<file path="src/rtl/mult_sched_pkg.sv">
// Shared defaults and types for the time-shared multi17 scheduler.
package mult_sched_pkg;

    localparam int unsigned N_REQ_DEF    = 4;
    localparam int unsigned MULT_LAT_DEF = 4;
    localparam int unsigned A_W_DEF      = 17;
    localparam int unsigned B_W_DEF      = 8;
    localparam int unsigned TAG_W        = $clog2(N_REQ_DEF);

    typedef enum logic {
        PRIO_RR    = 1'b0,
        PRIO_FIXED = 1'b1
    } prio_e;

    // One slot of the latency-matched tag pipeline at the default requester count.
    typedef struct packed {
        logic             valid;
        logic [TAG_W-1:0] tag;
    } tag_stage_t;

endpackage

</file>
<file path="src/rtl/sched_rr_arb.sv">
// Single-grant arbiter: round-robin from a pointer, or fixed priority with index 0 highest.
module sched_rr_arb
    import mult_sched_pkg::*;
#(
    parameter int unsigned N_REQ = N_REQ_DEF,
    parameter int unsigned TW    = TAG_W
)(
    input  logic [N_REQ-1:0] i_req,
    input  logic [TW-1:0]    i_ptr,
    input  prio_e            i_mode,
    output logic [N_REQ-1:0] o_grant,
    output logic [TW-1:0]    o_idx,
    output logic             o_any
);

    logic [TW-1:0] w_j;

    // Scan candidates in priority order; the first requesting one wins.
    always_comb begin
        o_grant = '0;
        o_idx   = '0;
        o_any   = 1'b0;
        w_j     = '0;
        for (int unsigned k = 0; k < N_REQ; k++) begin
            if (i_mode == PRIO_FIXED) begin
                w_j = TW'(k);
            end else begin
                w_j = TW'((32'(i_ptr) + k) % N_REQ);
            end
            if (!o_any && i_req[w_j]) begin
                o_grant[w_j] = 1'b1;
                o_idx        = w_j;
                o_any        = 1'b1;
            end
        end
    end

endmodule

</file>
<file path="src/rtl/mult_share_sched.sv">
// Shares one multi17 pipeline among N_REQ requesters; tags ride a matched shift pipeline back.
module mult_share_sched
    import mult_sched_pkg::*;
#(
    parameter  int unsigned N_REQ    = N_REQ_DEF,
    parameter  int unsigned MULT_LAT = MULT_LAT_DEF,
    parameter  int unsigned A_W      = A_W_DEF,
    parameter  int unsigned B_W      = B_W_DEF,
    localparam int unsigned TW       = (N_REQ > 1) ? $clog2(N_REQ) : 1
)(
    input  logic                 clk,
    input  logic                 rst_n,
    input  logic                 en,
    input  logic                 prio_mode,
    input  logic [N_REQ-1:0]     req_valid,
    output logic [N_REQ-1:0]     req_ready,
    input  logic [N_REQ*A_W-1:0] req_a,
    input  logic [N_REQ*B_W-1:0] req_b,
    output logic [A_W-1:0]       mul_a,
    output logic [B_W-1:0]       mul_b,
    input  logic [A_W-1:0]       mul_p,
    output logic [N_REQ-1:0]     rsp_valid,
    output logic [TW-1:0]        rsp_tag,
    output logic [A_W-1:0]       rsp_data,
    output logic                 busy
);

    localparam int unsigned N_STG = MULT_LAT + 1;

    typedef struct packed {
        logic          valid;
        logic [TW-1:0] tag;
    } stage_t;

    prio_e            w_mode;
    logic [N_REQ-1:0] w_req;
    logic [N_REQ-1:0] w_grant;
    logic [TW-1:0]    w_idx;
    logic             w_fire;
    logic [TW-1:0]    r_ptr;
    logic [A_W-1:0]   r_mul_a;
    logic [B_W-1:0]   r_mul_b;
    stage_t           r_stg [N_STG];
    stage_t           w_last;
    logic [N_REQ-1:0] r_pend;

    assign w_mode = prio_e'(prio_mode);
    // Grants are suppressed while reset is held so no launch can slip in during reset.
    assign w_req  = (en && rst_n) ? req_valid : '0;

    sched_rr_arb #(
        .N_REQ (N_REQ),
        .TW    (TW)
    ) u_arb (
        .i_req   (w_req),
        .i_ptr   (r_ptr),
        .i_mode  (w_mode),
        .o_grant (w_grant),
        .o_idx   (w_idx),
        .o_any   (w_fire)
    );

    assign req_ready = w_grant;

    always_ff @(posedge clk or negedge rst_n) begin
        if (!rst_n) begin
            r_mul_a <= '0;
            r_mul_b <= '0;
        end else if (w_fire) begin
            r_mul_a <= req_a[w_idx*A_W +: A_W];
            r_mul_b <= req_b[w_idx*B_W +: B_W];
        end
    end

    assign mul_a = r_mul_a;
    assign mul_b = r_mul_b;

    always_ff @(posedge clk or negedge rst_n) begin
        if (!rst_n) begin
            r_ptr <= '0;
        end else if (w_fire && (w_mode == PRIO_RR)) begin
            r_ptr <= (w_idx == TW'(N_REQ - 1)) ? '0 : w_idx + TW'(1);
        end
    end

    // Free-running shift: stage N_STG-1 lines up with the multiplier output.
    always_ff @(posedge clk or negedge rst_n) begin
        if (!rst_n) begin
            for (int unsigned s = 0; s < N_STG; s++) begin
                r_stg[s] <= '0;
            end
        end else begin
            r_stg[0] <= '{valid: w_fire, tag: w_idx};
            for (int unsigned s = 1; s < N_STG; s++) begin
                r_stg[s] <= r_stg[s-1];
            end
        end
    end

    assign w_last   = r_stg[N_STG-1];
    assign rsp_data = mul_p;

    always_comb begin
        rsp_valid = '0;
        rsp_tag   = '0;
        if (w_last.valid) begin
            rsp_valid[w_last.tag] = 1'b1;
            rsp_tag               = w_last.tag;
        end
    end

    always_comb begin
        busy = 1'b0;
        for (int unsigned s = 0; s < N_STG; s++) begin
            busy = busy | r_stg[s].valid;
        end
    end

    // Lanes that were requesting without a grant last edge must still be requesting now.
    always_ff @(posedge clk or negedge rst_n) begin
        if (!rst_n) begin
            r_pend <= '0;
        end else begin
            r_pend <= req_valid & ~w_grant;
        end
    end

    always_ff @(posedge clk) begin
        if (rst_n) begin
            assert ((r_pend & ~req_valid) == '0)
                else $error("req_valid withdrawn before handshake: %b", r_pend & ~req_valid);
            assert ($onehot0(rsp_valid))
                else $error("rsp_valid not one-hot: %b", rsp_valid);
        end
    end

endmodule

</file>
<file path="config.mk">
export PLATFORM = sky130hd
export DESIGN_NAME = mult_share_sched
export DESIGN_NICKNAME = d
export VERILOG_FILES = /design/src/rtl/mult_sched_pkg.sv /design/src/rtl/sched_rr_arb.sv /design/src/rtl/mult_share_sched.sv
export SDC_FILE = /design/constraint.sdc
export NUM_CORES = 1
export LEC_CHECK = 0
export CORE_ASPECT_RATIO = 0.9
export CORE_MARGIN = 5
export CORE_UTILIZATION = 38
export DETAILED_ROUTE_END_ITERATION = 6
export PLACE_DENSITY = 0.81
export SKIP_LAST_GASP = 1
export SYNTH_ARGS = -nofsm -noshare
export SYNTH_HDL_FRONTEND = slang
export SYNTH_SLANG_ARGS = --single-unit
</file>
<file path="constraint.sdc">
create_clock -name clk -period 3.4 [get_ports clk]
set_input_delay 0.51 -clock clk [delete_from_list [all_inputs] [get_ports clk]]
set_output_delay 0.51 -clock clk [all_outputs]
set_load 0.02 [all_outputs]
</file>
==> results of run 1 <==
sequential cells by signal, indices dropped and copies added, names as in the netlist:
register  cells
mul_b         8
mul_a        17
r_stg        15
r_ptr         2
worst paths after layout:
kind                            from           end  slack, ns  depth (start not counted)
max                        prio_mode  req_ready[2]       0.11                         11
min                            rst_n      mul_a[3]       0.29                          2
max reg2reg                 r_ptr[0]      mul_a[8]       0.49                         10
min reg2reg                 r_stg[9]      r_stg[6]       0.35                          0
max in group asynchronous      rst_n      mul_a[8]       2.74                          2
min in group clk            r_stg[9]      r_stg[6]       0.35                          0
Yosys cell counts, drive strengths merged (2+ instances only):
cell and number:
dfrtp 42, buf 31, nor3 30, mux2i 27, mux2 25, a221o 24, nor2 18, nand2 12
clkbuf 11, a21oi 6, nor2b 4, o21ai 4, a211oi 3, and2 3, a31oi 2, and3b 2
inv 2, nand2b 2, nand3 2, nor3b 2, o22ai 2, o32a 2, or3b 2, or4b 2
cell families after synthesis:
kind of cell	share of synthesized area
and+or+nand+nor	0.163
buffers and inverters	0.0983
DFF	0.367
muxes	0.194
AOI/OAI and AO/OA	0.177
per-stage QoR:
step                      worst slack [ns]   util  setup TNS [ns]  total power, uW
final                                0.114  0.606               0             1920
after global routing               -0.0350  0.606         -0.0492             2040
after CTS                            0.105  0.605               0             1940
after detailed placement            -0.135  0.593          -0.331             1610
after global placement              -0.107  0.593          -0.293             1600
after floorplan                      0.763      -               0             1190
cells in the final DEF, fill, tap and decap left out, drive strengths merged, types with 3 or more instances in the layout:
master,instances
clkdlybuf4s50,138
dfrtp,42
nor3,30
buf,29
mux2i,27
mux2,25
a221o,24
nor2,18
nand2,12
a21oi,6
clkbuf,6
nor2b,4
o21ai,4
and2,3
dlygate4sd2,3
inv,3
a211oi,3
layer usage:
metal	GRT usage	share of wire
met3	0.0587	0.076
met4	0.0565	0.015
met2	0.322	0.51
met1	0.207	0.40
met5	0	0
layout make-up:
| class | instances | area (sq um) |
|---|---|---|
| Clock buffer | 5 | 68.8 |
| Clock inverter | 3 | 25.0 |
| Fill cell | 642 | 2930 |
| Inverter | 3 | 11.3 |
| Multi-Input combinational cell | 192 | 1550 |
| Sequential cell | 42 | 1050 |
| Tap cell | 96 | 120 |
| Timing Repair Buffer | 171 | 1680 |
where the power goes:
group	switching, uW	internal, uW	leakage (uW)
Sequential	81.1	608	0.000507
Combinational	412	492	0.00121
Clock	178	148	0.0000447
Total	672	1250	0.00176
repair_timing:
item                       in CTS  in global routing
setup buffers                   0                  0
hold endpoints to repair        0                  0
gates resized for setup         4                  3
cloned                          0                  0
pin swaps                       0                  2
setup endpoints to repair       4                  2
==> impl_metrics.toml, run 1 <==
[outcome]
status = "completed"

[sta]
hold_ws_ns = 0.290
finalSetupViolCount = 0
fin_crit_sh = 0.966
rsz0062_at_grt = "yes"
worst_pin_slew_ns = 0.504
fmax_mhz = 304
final-hold-violation-count = 0
skew_ns = 0.0117
min_period_ns = 3.29
drv_slew = 0
slew_headroom = 0.664

[worst_setup_path]
crit_buf_inv = 4
cp_max_fo = 7
critical-path-slowest-cell = "clkdlybuf4s50_1"
worst_setup_path_end_kind = "output pin"
critPathLaunchType = "primary input"
cpMostUsedCell = "buf_4"
crit_chain = "clkdlybuf4s50_1 -> buf_4 -> nand2b_1 -> buf_4 -> a21oi_1 -> a311oi_1 -> nor3_4 -> o22a_1 -> o22ai_1 -> nor2_1 -> dlygate4sd2_1"
critPathTopFamily = "buffers and inverters"
max_stage_delay_ns = 0.56
arrival_ns = 2.78
critPathKind = "in2out"
required_ns = 2.89

[floorplan]
design.die.area_sq_um = 9380
io_pins = 178
initial_core_util = 0.385
chipHeight_um = 92.4
core-area_sq_um = 7430
num_rows = 30
die_w_um = 102

[logic_synthesis]
synth_edf_count = 0
synth_area_sq_um = 2860
synth_seq_cells = 42
ys.flop_type = "dfrtp_1"
avgSynthCellArea_sq_um = 10.3
yosysSeqAreaShare = 0.367
synth.net_count = 404
yosysTopAreaCellShare = 0.367
ys_warn_count = 0
ys_async_sr_fraction = 1.00
synthTopCellsByArea = "dfrtp_1 37%, mux2i_1 9.4%, mux2_2 9.4%"
synthCells = 279
ys_types = 51
synth_largest_area_cell = "dfrtp_1"

[pwr]
ir_worst_vdd_mv = 0.227
p_per_area_nw_per_um2 = 427
p_leak_uw = 0.00176

[grt]
gr-total-overflow = 0
grt_pass1_vias = 2895
antenna_found_initial = 0
grt_pass1_wl_um = 13800
track_usage = 0.182
grt_max_degree = 52

[route]
wl_per_cell_um = 16.5
vias = 2714
drt.antenna.violating_nets = 0
drt_pre_antenna_iters = 4
routed_wl_um = 8440
post_drt_via_cell_ratio = 5.30
first_iter_violations = 70
drc_errors = 0

[placement]
dp_hpwl_um = 6720
routabilityCongestion = 0.849
io_buffers = 143
place_inst = 504
placed_cell_area_sq_um = 4410

[worst_hold_path]
hold_path.class = "in2async"

[cts]
numCtsBuffers = 5
holdBufCountCts = 0
htree_num_levels = 2
clkTransAtPathRegs_ns = 0.09
clock_path_buffers = 2
cts_root_buf = "clkbuf_8"
clk_latency_ns = 0.29
clock-sinks = 42
cts_tree = "built"

[cells_and_area]
diodes = 0
nets = 540
fin_cells = 512
final_layout_size_suffix_gt1_frac = 0.183
fin_area_sq_um = 4500
area_growth_pct = 57.1

[job]
maxCapViolCount = 0
No activity file was read; power rests on OpenSTA's default activity.
==> run 2, diff against run 1 <==
- SYNTH_HIERARCHICAL: not set -> 1
- TNS_END_PERCENT: not set -> 1
==> run 2 against run 1 <==
The flow now finishes with violations (setup timing). Combinational power is 86% higher. Critical endpoint is now req_ready[0]. Highest routed layer unchanged. Sequential share of layout area is 0.36 points higher. Via count decreased by 5.0%.
==> impl_metrics.toml, run 2 <==
[sta]
hold_ws_ns = 0.347
final-hold-violation-count = 0
drv_slew = 0
fin_crit_sh = 1.02
fmax_mhz = 289
slew_headroom = 0.659
skew_ns = 0.00769
layout_setup_ws_ns = -0.0632
worst_pin_slew_ns = 0.512
tns_ns = -0.0632
rsz0062_at_grt = "yes"
min_period_ns = 3.46
finalSetupViolCount = 1

[cts]
clk_latency_ns = 0.29
clkTransAtPathRegs_ns = 0.08
numCtsBuffers = 5
cts_tree = "built"
cts_root_buf = "clkbuf_8"
clock-sinks = 42
cts_resized = 1
htree_num_levels = 2
holdBufCountCts = 0
clock_path_buffers = 2
postCtsSetupBuffers = 0

[grt]
grtUsageMet1 = 0.201
use_met2 = 0.288
grt_pass1_wl_um = 12800
grt_busiest_layer = "met2"
track_usage = 0.169
gr-total-overflow = 0
use_met3 = 0.0527
grt_pass1_vias = 2703
antenna_found_initial = 0
grt_max_degree = 43

[logic_synthesis]
synthTopCellsByArea = "dfrtp_1 37%, mux2i_1 18%, nand2b_1 6.3%"
synth_area_sq_um = 2880
yosysTopAreaCellShare = 0.365
ys_types = 52
synth_seq_cells = 42
synthCells = 260
avgSynthCellArea_sq_um = 11.1
ys.flop_type = "dfrtp_1"
ys_warn_count = 6
ys_async_sr_fraction = 1.00
yosysSeqAreaShare = 0.365
synth.net_count = 386
post-synth-top-count-cell = "mux2i_1"
synthTopCellsByCount = "53 x mux2i_1, 42 x dfrtp_1, 29 x nand2b_1, 20 x buf_4, 19 x o221ai_1"
synth_edf_count = 0
synth_largest_area_cell = "dfrtp_1"

[placement]
routabilityCongestion = 0.889
dp_hpwl_um = 6580
place_ws_ns = -0.135
io_buffers = 143

[cells_and_area]
final_core_util = 0.593
diodes = 0
final_cell_mix = "140 x clkdlybuf4s50_1, 53 x mux2i_1, 42 x dfrtp_1"
final_layout_size_suffix_gt1_frac = 0.146
area_growth_pct = 54.1
nets = 528
largest_reg_flops = 17
layout_commonest_cell = "clkdlybuf4s50_1"

[route]
vias = 2578
drt.antenna.violating_nets = 0
drc_errors = 0
drt_pre_antenna_iters = 5
routed_wl_um = 8300
wl_per_cell_um = 16.6
first_iter_violations = 97
post_drt_via_cell_ratio = 5.17

[floorplan]
num_rows = 30
core-area_sq_um = 7470
chipHeight_um = 92.5
die_w_um = 102
io_pins = 178
initial_core_util = 0.385
design.die.area_sq_um = 9410

[pwr]
p_leak_uw = 0.00181
p_per_area_nw_per_um2 = 645
ir_worst_vdd_mv = 0.317
power.total_uw = 2860

[worst_setup_path]
critPathKind = "in2out"
arrival_ns = 2.95
worst_setup_path_end_kind = "output pin"
cp_max_fo = 7
r2r_setup_slack_ns = 0.66
critical-path-slowest-cell = "clkdlybuf4s50_1"
critPathTopFamily = "buffers and inverters"
required_ns = 2.89
max_stage_delay_ns = 0.64
critPathLaunchType = "primary input"
crit_chain = "clkdlybuf4s50_1 -> and3_1 -> mux2i_1 -> mux2i_2 -> buf_4 -> mux2i_1 -> o31ai_1 -> clkdlybuf4s50_1"
crit_buf_inv = 3

[worst_hold_path]
hold_path.class = "reg2reg"

[outcome]
status = "complete, but fails checks"
violations = "setup timing"

[job]
maxCapViolCount = 0
## run 2: power by group
part / leakage, uW / switching (uW) / internal [uW] / total [uW]
registers: 0.000517 / 147 / 717 / 864
logic: 0.00124 / 806 / 875 / 1680
clock network: 0.0000441 / 171 / 144 / 315
total: 0.00181 / 1120 / 1740 / 2860
## run 2: cells by family (layout without fill, tap and decap cells)
group / Yosys count / after routing / share of synthesized area
buffers and inverters: 38 / 181 / 0.112
multiplexers: 58 / 58 / 0.206
flip-flops: 42 / 42 / 0.365
AO/OA/AOI/OAI: 52 / 52 / 0.164
adder cells (fa/ha/maj): 1 / 1 / 0.00435
AND/OR/NAND/NOR: 69 / 69 / 0.149
## run 2: final cells by class
type	instances	area [sq um]
tap	96	120
timing repair buffer	170	1660
clock buffer	5	68.8
sequential	42	1050
fill	634	3040
multi-input combinational	180	1510
clock inverter	3	21.3
inverter	3	11.3
## run 2: worst register-to-register path, stage by stage (launching register included)
cell      delay [ns]
dfrtp_1         0.63
nand2b_1        0.22
a21oi_2         0.24
mux2i_2         0.39
o21bai_1        0.17
a22o_2          0.25
buf_12          0.28
mux2i_1         0.28
o221ai_1        0.15
## run 2: routing by layer
layer  wire length (um)  up-vias
met5                  0        -
met3                754       23
met2               3980      123
met4                193        0
li1                   -     1236
met1               3370     1196
## run 2: path summary, 6_finish.rpt
check | from | to | cells past startpoint
max | en | req_ready[0] | 8
min | r_stg[9] | r_stg[6] | 0
max reg2reg | r_ptr[1] | mul_b[1] | 8
min reg2reg | r_stg[9] | r_stg[6] | 0
max in group asynchronous | rst_n | r_stg[3] | 2
min in group asynchronous | rst_n | mul_a[5] | 2
## run 2: metrics by stage
stage,area (sq um),instances
CTS,4430,499
finish,4430,499
global placement,4340,491
detailed placement,4340,491
floorplan,2880,260
global route,4430,499
